**src/rtl/branch_resolve_unit.sv**
```systemverilog
// Branch resolution in ex0: computes the real direction and target, grades the fetch-time
// prediction, feeds the BTB, redirects the front end and drains the wrong path afterwards.
module branch_resolve_unit #(
    parameter int SHADOW_CYCLES = 3,
    parameter int CNT_WIDTH     = 32
) (
    input  logic                 clk,
    input  logic                 rstn,
    input  logic                 ex_valid,
    input  logic                 ex_stall,
    input  logic [31:0]          ex_pc,
    input  logic [1:0]           ex_btype,
    input  logic [2:0]           ex_cmp_op,
    input  logic [31:0]          ex_src1,
    input  logic [31:0]          ex_src2,
    input  logic [31:0]          ex_offs,
    input  logic                 ex_pred_taken,
    input  logic [31:0]          ex_pred_pc,
    output logic [31:0]          fact_pc,
    output logic [31:0]          fact_tpc,
    output logic                 fact_taken,
    output logic                 predict_dir_fail,
    output logic                 predict_add_fail,
    output logic                 redirect_valid,
    output logic [31:0]          redirect_pc,
    output logic                 in_shadow,
    output logic [CNT_WIDTH-1:0] br_total,
    output logic [CNT_WIDTH-1:0] br_dir_miss,
    output logic [CNT_WIDTH-1:0] br_add_miss
);

    localparam logic [3:0] SHADOW_LOAD = 4'(SHADOW_CYCLES);

    typedef enum logic {
        IDLE   = 1'b0,
        SHADOW = 1'b1
    } state_t;

    state_t      state_reg, state_next;
    logic [3:0]  cnt_reg, cnt_next;
    logic        shadow_active;

    logic        accept;
    logic [31:0] seq_pc;
    logic [31:0] target;
    logic        cond_taken;
    logic        taken;
    logic        dir_fail;
    logic        add_fail;
    logic        redirect;
    logic        is_branch;

    assign accept = ex_valid & ~ex_stall & ~shadow_active;

    // Resolution datapath
    always_comb begin
        seq_pc = ex_pc + 32'd4;

        case (ex_btype)
            2'b00:   target = seq_pc;
            2'b11:   target = ex_src1 + ex_offs;
            default: target = ex_pc + ex_offs;
        endcase

        case (ex_cmp_op)
            3'b000:  cond_taken = (ex_src1 == ex_src2);
            3'b001:  cond_taken = (ex_src1 != ex_src2);
            3'b010:  cond_taken = ($signed(ex_src1) < $signed(ex_src2));
            3'b011:  cond_taken = !($signed(ex_src1) < $signed(ex_src2));
            3'b100:  cond_taken = (ex_src1 < ex_src2);
            3'b101:  cond_taken = !(ex_src1 < ex_src2);
            3'b110:  cond_taken = 1'b1;
            default: cond_taken = 1'b0;
        endcase

        case (ex_btype)
            2'b00:   taken = 1'b0;
            2'b10:   taken = cond_taken;
            default: taken = 1'b1;
        endcase

        // Target is only graded when direction was right, so the two flags never coincide
        dir_fail  = (ex_pred_taken != taken);
        add_fail  = taken & ex_pred_taken & (ex_pred_pc != target);
        redirect  = dir_fail | add_fail;
        is_branch = (ex_btype != 2'b00);
    end

    // FSM: state register
    always_ff @(posedge clk or negedge rstn) begin
        if (!rstn) begin
            state_reg <= IDLE;
            cnt_reg   <= 4'd0;
        end else begin
            state_reg <= state_next;
            cnt_reg   <= cnt_next;
        end
    end

    // FSM: next state; the drain counts wall-clock cycles, stalls do not extend it
    always_comb begin
        state_next = state_reg;
        cnt_next   = cnt_reg;
        case (state_reg)
            IDLE: begin
                if (accept && redirect && (SHADOW_LOAD != 4'd0)) begin
                    state_next = SHADOW;
                    cnt_next   = SHADOW_LOAD;
                end
            end
            SHADOW: begin
                if (cnt_reg <= 4'd1) begin
                    state_next = IDLE;
                    cnt_next   = 4'd0;
                end else begin
                    cnt_next = cnt_reg - 4'd1;
                end
            end
            default: begin
                state_next = IDLE;
                cnt_next   = 4'd0;
            end
        endcase
    end

    // FSM: outputs
    always_comb begin
        shadow_active = (state_reg == SHADOW);
    end

    assign in_shadow = shadow_active;

    // BTB feedback and redirect; fact_* and redirect_pc hold between accepts
    always_ff @(posedge clk or negedge rstn) begin
        if (!rstn) begin
            fact_pc          <= 32'd0;
            fact_tpc         <= 32'd0;
            fact_taken       <= 1'b0;
            predict_dir_fail <= 1'b0;
            predict_add_fail <= 1'b0;
            redirect_valid   <= 1'b0;
            redirect_pc      <= 32'd0;
        end else begin
            predict_dir_fail <= accept & dir_fail;
            predict_add_fail <= accept & add_fail;
            redirect_valid   <= accept & redirect;
            if (accept) begin
                fact_pc    <= ex_pc;
                fact_tpc   <= target;
                fact_taken <= taken;
                if (redirect) begin
                    redirect_pc <= taken ? target : seq_pc;
                end
            end
        end
    end

    // Saturating statistics: [0] total branches, [1] direction misses, [2] target misses
    logic [2:0] stat_inc;
    assign stat_inc = {accept & add_fail, accept & dir_fail, accept & is_branch};

    for (genvar gi = 0; gi < 3; gi++) begin : g_stat
        logic [CNT_WIDTH-1:0] stat_reg;
        always_ff @(posedge clk or negedge rstn) begin
            if (!rstn) begin
                stat_reg <= '0;
            end else if (stat_inc[gi] && (stat_reg != {CNT_WIDTH{1'b1}})) begin
                stat_reg <= stat_reg + CNT_WIDTH'(1);
            end
        end
    end

    assign br_total    = g_stat[0].stat_reg;
    assign br_dir_miss = g_stat[1].stat_reg;
    assign br_add_miss = g_stat[2].stat_reg;

endmodule

```
**config.mk**
```make
export PLATFORM = sky130hd
export DESIGN_NAME = branch_resolve_unit
export DESIGN_NICKNAME = d
export VERILOG_FILES = /design/src/rtl/branch_resolve_unit.sv
export SDC_FILE = /design/constraint.sdc
export NUM_CORES = 1
export LEC_CHECK = 0
export ABC_CLOCK_PERIOD_IN_PS = 3200
export CAP_MARGIN = 20
export CORE_MARGIN = 2
export CORE_UTILIZATION = 35
export CTS_CLUSTER_SIZE = 30
export DETAILED_ROUTE_END_ITERATION = 10
export PLACE_DENSITY = 0.63
export SLEW_MARGIN = 20
export SYNTH_ARGS = -nofsm -noshare
export SYNTH_HDL_FRONTEND = slang
export SYNTH_SLANG_ARGS = --single-unit
```
**constraint.sdc**
```tcl
create_clock -name clk -period 3.2 [get_ports clk]
set_input_delay 0.8 -clock clk [delete_from_list [all_inputs] [get_ports clk]]
set_output_delay 0.8 -clock clk [all_outputs]
set_load 0.05 [all_outputs]
```
==> flow_metrics.env, run 1 <==
export IMPL_cts_buffers=25
export IMPL_viasPerCell=5.26
export IMPL_grt_pass1_wl_um=88300
export IMPL_setup_violations_final=106
export IMPL_synth_top_flop_cell="dfrtp_1"
export IMPL_swShare_pct=43.9
export IMPL_first_iter_violations=1070
export IMPL_p_total_uw=14600
export IMPL_whs_ps=245
export IMPL_std_cell_rows=74
export IMPL_post_route_period_util_pct=138
export IMPL_p_switching_uw=6420
export IMPL_syn_inst=1610
export IMPL_outcome="complete, but fails checks"
export IMPL_hold_buffers=0
export IMPL_power_density_nw_per_um2=586
export IMPL_routabilityCongestion=0.952
export IMPL_multi_input_area_um2=10800
export IMPL_cp_required_ps=3600
export IMPL_finClkSkew_ps=15.7
export IMPL_worst_ep_arrival_time_ps=4810
export IMPL_worstSkewPairLatency_ps=530
export IMPL_stdcell_area_um2=25000
export IMPL_post_place_ws_ps=-2490
export IMPL_grt_pass1_vias=15400
export IMPL_nFillCells=3387
export IMPL_root_buffer="clkbuf_16"
export IMPL_fin_ws_ps=-1220
export IMPL_ys_warnings_count=0
export IMPL_start_kind="primary input"
export IMPL_clockPowerShare_pct=19.9
export IMPL_cp_end_kind="register"
export IMPL_die_h_um=206
export IMPL_wl_met1_um=25600
export IMPL_tightest_slew_ps=721
export IMPL_top_layer="met4"
export IMPL_wl_um=59100
export IMPL_start_util_pct=35.2
export IMPL_cts_max_level=1
export IMPL_clk_pin_slew_ps=60
export IMPL_rsz0062_at_grt="yes"
export IMPL_area_growth_pct=74.2
export IMPL_ys_types=84
export IMPL_place_port_buffers=366
export IMPL_cp_max_fo=8
export IMPL_wl_per_cell_um=20.2
export IMPL_fmaxAchievable_mhz=226
export IMPL_power_internal_uw=8190
export IMPL_post_dp_cell_area_um2=21700
export IMPL_clock_sinks=201
export IMPL_max_cap_violations=0
export IMPL_synthTopCellsByArea="dfrtp_1, ha_1, nand2_1, xnor2_1, xor2_1"
export IMPL_die_area_um2=42600
export IMPL_hold_viol=0
export IMPL_drive_above_1_share_pct=36.9
export IMPL_synth_seq_cells=201
export IMPL_fin_crit_ps=4420
export IMPL_ir_drop_mv=0.518
export IMPL_synth_commonest_cells="nand2_1, dfrtp_1, nor2_1"
export IMPL_pwr_share_comb_pct=54.3
export IMPL_core_um2=40600
export IMPL_ys_seq_area_share_pct=35.1
export IMPL_grt_max_degree=68
export IMPL_setup_tns_ps=-107090
export IMPL_layout_nets=2614
export IMPL_syn_nets=1855
export IMPL_max_slew_margin_pct=52.0
export IMPL_first_pass_iters=5
export IMPL_track_usage_pct=26.8
export IMPL_violations="negative setup slack"
export IMPL_die_w_um=206
export IMPL_cts_max_path_buffers=3
export IMPL_drc_errors=0
export IMPL_p_leak_uw=0.0113
export IMPL_io_pins=367
export IMPL_antenna_found_initial=4
export IMPL_regArea_um2=5030
export IMPL_slew_violations=0
export IMPL_vias=15400
export IMPL_worst_hold_path_type="primary input to async pin"
export IMPL_synth_top_area_share_pct=35.1
export IMPL_route_met3_wl_um=3580
export IMPL_worstSetupPathType="primary input to register"
export IMPL_yosysMostFrequentCell="nand2_1"
export IMPL_dp_hpwl_um=45200
export IMPL_syn_avg_cell_area_um2=8.90
export IMPL_synth_edff_count=0
export IMPL_syn_cell_area_um2=14300
export IMPL_seqPwrFrac_pct=25.8
export IMPL_gr_total_overflow=0
export IMPL_async_reset_ff_share_pct=100
export IMPL_wl_met2_um=28300
export IMPL_synth_top_area_cell="dfrtp_1"
export IMPL_cts_tree="yes"
export IMPL_ant_nets=0
-- placed cells by master (no fill, tap or decap), drive strengths merged, types with 42 or more instances in the layout --
cell / Yosys / final
clkbuf: 42 / 42
clkdlybuf4s50: 0 / 291
xor2: 67 / 67
ha: 74 / 74
nand4: 50 / 50
buf: 31 / 443
dfrtp: 201 / 201
xnor2: 81 / 81
nand3: 74 / 74
nand2: 234 / 240
inv: 77 / 78
a21oi: 58 / 58
o21ai: 74 / 74
nor2: 95 / 95
nor3: 48 / 48
mux2: 72 / 72
-- power groups by stage --
stage / Combinational, µW / Clock (µW) / Sequential [µW]
after detailed placement: 7250 / 0 / 3790
after global routing: 8320 / 3080 / 3860
after floorplan: 1970 / 0 / 6020
final: 7940 / 2900 / 3770
after CTS: 7710 / 2990 / 3770
after global placement: 7180 / 0 / 3780
-- final timing paths --
check / slack, ps / cells past startpoint / from / endpoint
max: -1220 / 20 / ex_btype[0] / redirect_pc[29]
min reg2reg: 480 / 2 / fact_tpc[16] / fact_tpc[16]
max reg2reg: 190 / 12 / br_dir_miss[4] / br_dir_miss[23]
max in group asynchronous: 2050 / 2 / rstn / br_add_miss[6]
min: 250 / 1 / rstn / fact_pc[2]
min in group clk: 480 / 2 / fact_tpc[16] / fact_tpc[16]
-- metrics by stage --
step,instances,util (%)
2_1_floorplan,1610,-
3_3_place_gp,2812,53.4
3_5_place_dp,2812,53.4
4_1_cts,2905,59.6
5_1_grt,2923,61.4
6_report,2923,61.4
-- cell type report --
class | instances | area share [%]
timing repair buffer | 799 | 29.3
clock inverter | 10 | 0.471
multi-input combinational | 1265 | 43.1
antenna | 4 | 0.0401
sequential | 201 | 20.2
tap | 532 | 2.67
clock buffer | 35 | 2.94
inverter | 77 | 1.30
-- metal layers --
metal  GRT usage, %  vias to the layer above
li1               -                     7274
met3           2.84                       91
met1           36.5                     7446
met4           7.37                        0
met5              0                        -
met2           44.9                      576
-- critical path, cell delays in order --
cell	delay, ps
buf_12	130
nand2_8	120
mux2_2	370
ha_4	220
a21oi_1	130
buf_4	160
a21boi_4	280
buf_6	150
nor4_4	40
or3_1	340
o211a_1	170
xnor2_1	160
nor4_2	290
buf_4	160
o2111ai_2	110
or4_4	480
nand3_4	150
buf_12	150
nand2_8	90
mux2_4	310
-- repair_timing --
| action | CTS | global route |
|---|---|---|
| endpoints found under the setup margin | 127 | 114 |
| resized for setup | 360 | 137 |
| pin swaps | 120 | 73 |
| cloned | 6 | 4 |
| buffers inserted | 46 | 12 |
-- logic make-up after synthesis --
| group | after synthesis | synth area share, % |
|---|---|---|
| muxes | 113 | 9.18 |
| xor gates and xnor gates | 149 | 9.21 |
| DFF | 201 | 35.1 |
| AOI/OAI and AO/OA | 272 | 12.9 |
| buffers and inverters | 150 | 4.33 |
| and+or+nand+nor | 650 | 22.7 |
| adders and majority gates | 75 | 6.60 |
No activity file was read; power rests on OpenSTA's default activity.
==> run 2: changes to the inputs <==
- SKIP_LAST_GASP: unset -> 1
==> run 2 against run 1 <==
The flow still finishes with violations (negative setup slack). Global-route usage about the same. Worst hold slack worse by 1.8 ps. Clock power about the same. Combinational power about the same. Fmax down 0.22%. Flip-flop and latch count unchanged. Sequential power about the same. Total power about the same.
==> flow_metrics.env, run 2 (synthesized netlist as in run 1, its figures left out) <==
export IMPL_hold_viol=0
export IMPL_die_w_um=206
export IMPL_die_h_um=206
export IMPL_whs_ps=243
export IMPL_root_buffer="clkbuf_16"
export IMPL_worstSkewPairLatency_ps=530
export IMPL_cts_max_path_buffers=3
export IMPL_worst_hold_path_type="primary input to async pin"
export IMPL_outcome="complete, but fails checks"
export IMPL_rsz0062_at_grt="yes"
export IMPL_antenna_found_initial=4
export IMPL_area_growth_pct=74.3
export IMPL_wl_um=59400
export IMPL_clock_sinks=201
export IMPL_multi_input_area_um2=10700
export IMPL_first_pass_iters=5
export IMPL_routabilityCongestion=0.952
export IMPL_vias=15400
export IMPL_wl_per_cell_um=20.3
export IMPL_reg2regPathDepth=12
export IMPL_cp_end_kind="register"
export IMPL_setup_violations_final=108
export IMPL_setup_tns_ps=-111340
export IMPL_p_leak_uw=0.0113
export IMPL_std_cell_rows=74
export IMPL_drive_above_1_share_pct=36.8
export IMPL_first_iter_violations=1118
export IMPL_track_usage_pct=26.8
export IMPL_grt_max_degree=68
export IMPL_drc_errors=0
export IMPL_viasPerCell=5.27
export IMPL_finClkSkew_ps=13.6
export IMPL_ant_nets=0
export IMPL_fin_ws_ps=-1230
export IMPL_gr_total_overflow=0
export IMPL_fin_util_pct=61.4
export IMPL_ir_drop_mv=0.518
export IMPL_slowest_stage="or4_4"
export IMPL_worstSetupPathType="primary input to register"
export IMPL_cts_tree="yes"
export IMPL_grt_pass1_vias=15400
export IMPL_start_kind="primary input"
export IMPL_violations="negative setup slack"
export IMPL_path_cells="clkdlybuf4s50_1 > mux2_4 > ha_4 > buf_4 > a21oi_2 > o21ai_4 > a211o_1 > a21oi_2 > mux2i_1 > o221ai_1 > nor4b_2 > nand4_1 > or4_4 > nand3_4 > buf_12 > nand2_8 > mux2_4"
export IMPL_layout_commonest_cell="buf_4"
export IMPL_regArea_um2=5030
export IMPL_grt_pass1_wl_um=88200
export IMPL_post_route_period_util_pct=138
export IMPL_hold_buffers=0
export IMPL_slew_violations=0
export IMPL_max_slew_margin_pct=51.8
export IMPL_cp_max_fo=10
export IMPL_slowest_delay_ps=540
export IMPL_nFillCells=3382
export IMPL_die_area_um2=42600
export IMPL_start_util_pct=35.2
export IMPL_layout_nets=2617
export IMPL_fmaxAchievable_mhz=226
export IMPL_clk_pin_slew_ps=60
export IMPL_most_common_layout_cells="buf_4, clkdlybuf4s50_1, nand2_1"
export IMPL_cts_buffers=25
export IMPL_io_pins=367
export IMPL_place_port_buffers=366
export IMPL_cp_required_ps=3600
export IMPL_power_density_nw_per_um2=586
export IMPL_fin_crit_ps=4430
export IMPL_core_um2=40600
export IMPL_dp_hpwl_um=45200
export IMPL_worst_ep_arrival_time_ps=4820
export IMPL_cts_max_level=1
export IMPL_tightest_slew_ps=723
export IMPL_rrSetupSlack_ps=190
export IMPL_max_cap_violations=0
[run 2: metrics by stage]
stage | area [µm²] | std cells | power (µW) | worst slack [ps]
global route | 25000 | 2926 | 15300 | -1350
floorplan | 14800 | 1610 | 7990 | -1470
detailed placement | 21700 | 2812 | 11000 | -2490
global placement | 21700 | 2812 | 11000 | -2460
finish | 25000 | 2926 | 14600 | -1230
CTS | 24200 | 2905 | 14500 | -1160
[run 2: final timing paths]
| kind | startpoint | to |
|---|---|---|
| max reg2reg | br_dir_miss[4] | br_dir_miss[23] |
| min reg2reg | fact_tpc[16] | fact_tpc[16] |
| max | ex_pc[16] | redirect_pc[29] |
| min in group clk | fact_tpc[16] | fact_tpc[16] |
| min | rstn | fact_pc[2] |
| max in group asynchronous | rstn | br_add_miss[19] |
[run 2: layout make-up]
| type | instances | area share (%) |
|---|---|---|
| Multi-Input combinational cell | 1265 | 43.0 |
| Timing Repair Buffer | 802 | 29.4 |
| Sequential cell | 201 | 20.1 |
| Clock buffer | 35 | 2.94 |
| Tap cell | 532 | 2.67 |
| Inverter | 77 | 1.30 |
| Clock inverter | 10 | 0.471 |
| Antenna cell | 4 | 0.0401 |
[run 2: worst max-delay path, delay by kind of cell]
| family | cells | cell delay (ps) |
|---|---|---|
| AO/OA/AOI/OAI | 5 | 980 |
| adder cells (fa/ha/maj) | 1 | 230 |
| buffers and inverters | 3 | 770 |
| multiplexers | 3 | 800 |
| AND/OR/NAND/NOR | 5 | 1240 |
[run 2: timing repair]
action,4_1_cts,5_1_grt
gates cloned,6,4
endpoints found under the setup margin,127,114
gates resized for setup,356,133
pin swaps,117,75
setup buffers,46,15
[run 2: power breakdown]
part | internal, µW | switching (µW) | total, µW | leakage (µW)
clock network | 1760 | 1150 | 2910 | 0.000421
logic | 3200 | 4740 | 7940 | 0.00829
registers | 3230 | 543 | 3780 | 0.00255
total | 8190 | 6430 | 14600 | 0.0113
[run 2: routing by layer]
metal / wire (µm) / GRT usage [%] / part of all wire [%]
met1: 25800 / 36.5 / 43
met2: 28300 / 45.0 / 48
met4: 1670 / 7.32 / 2.8
met5: 0 / 0 / 0
met3: 3590 / 2.93 / 6.1
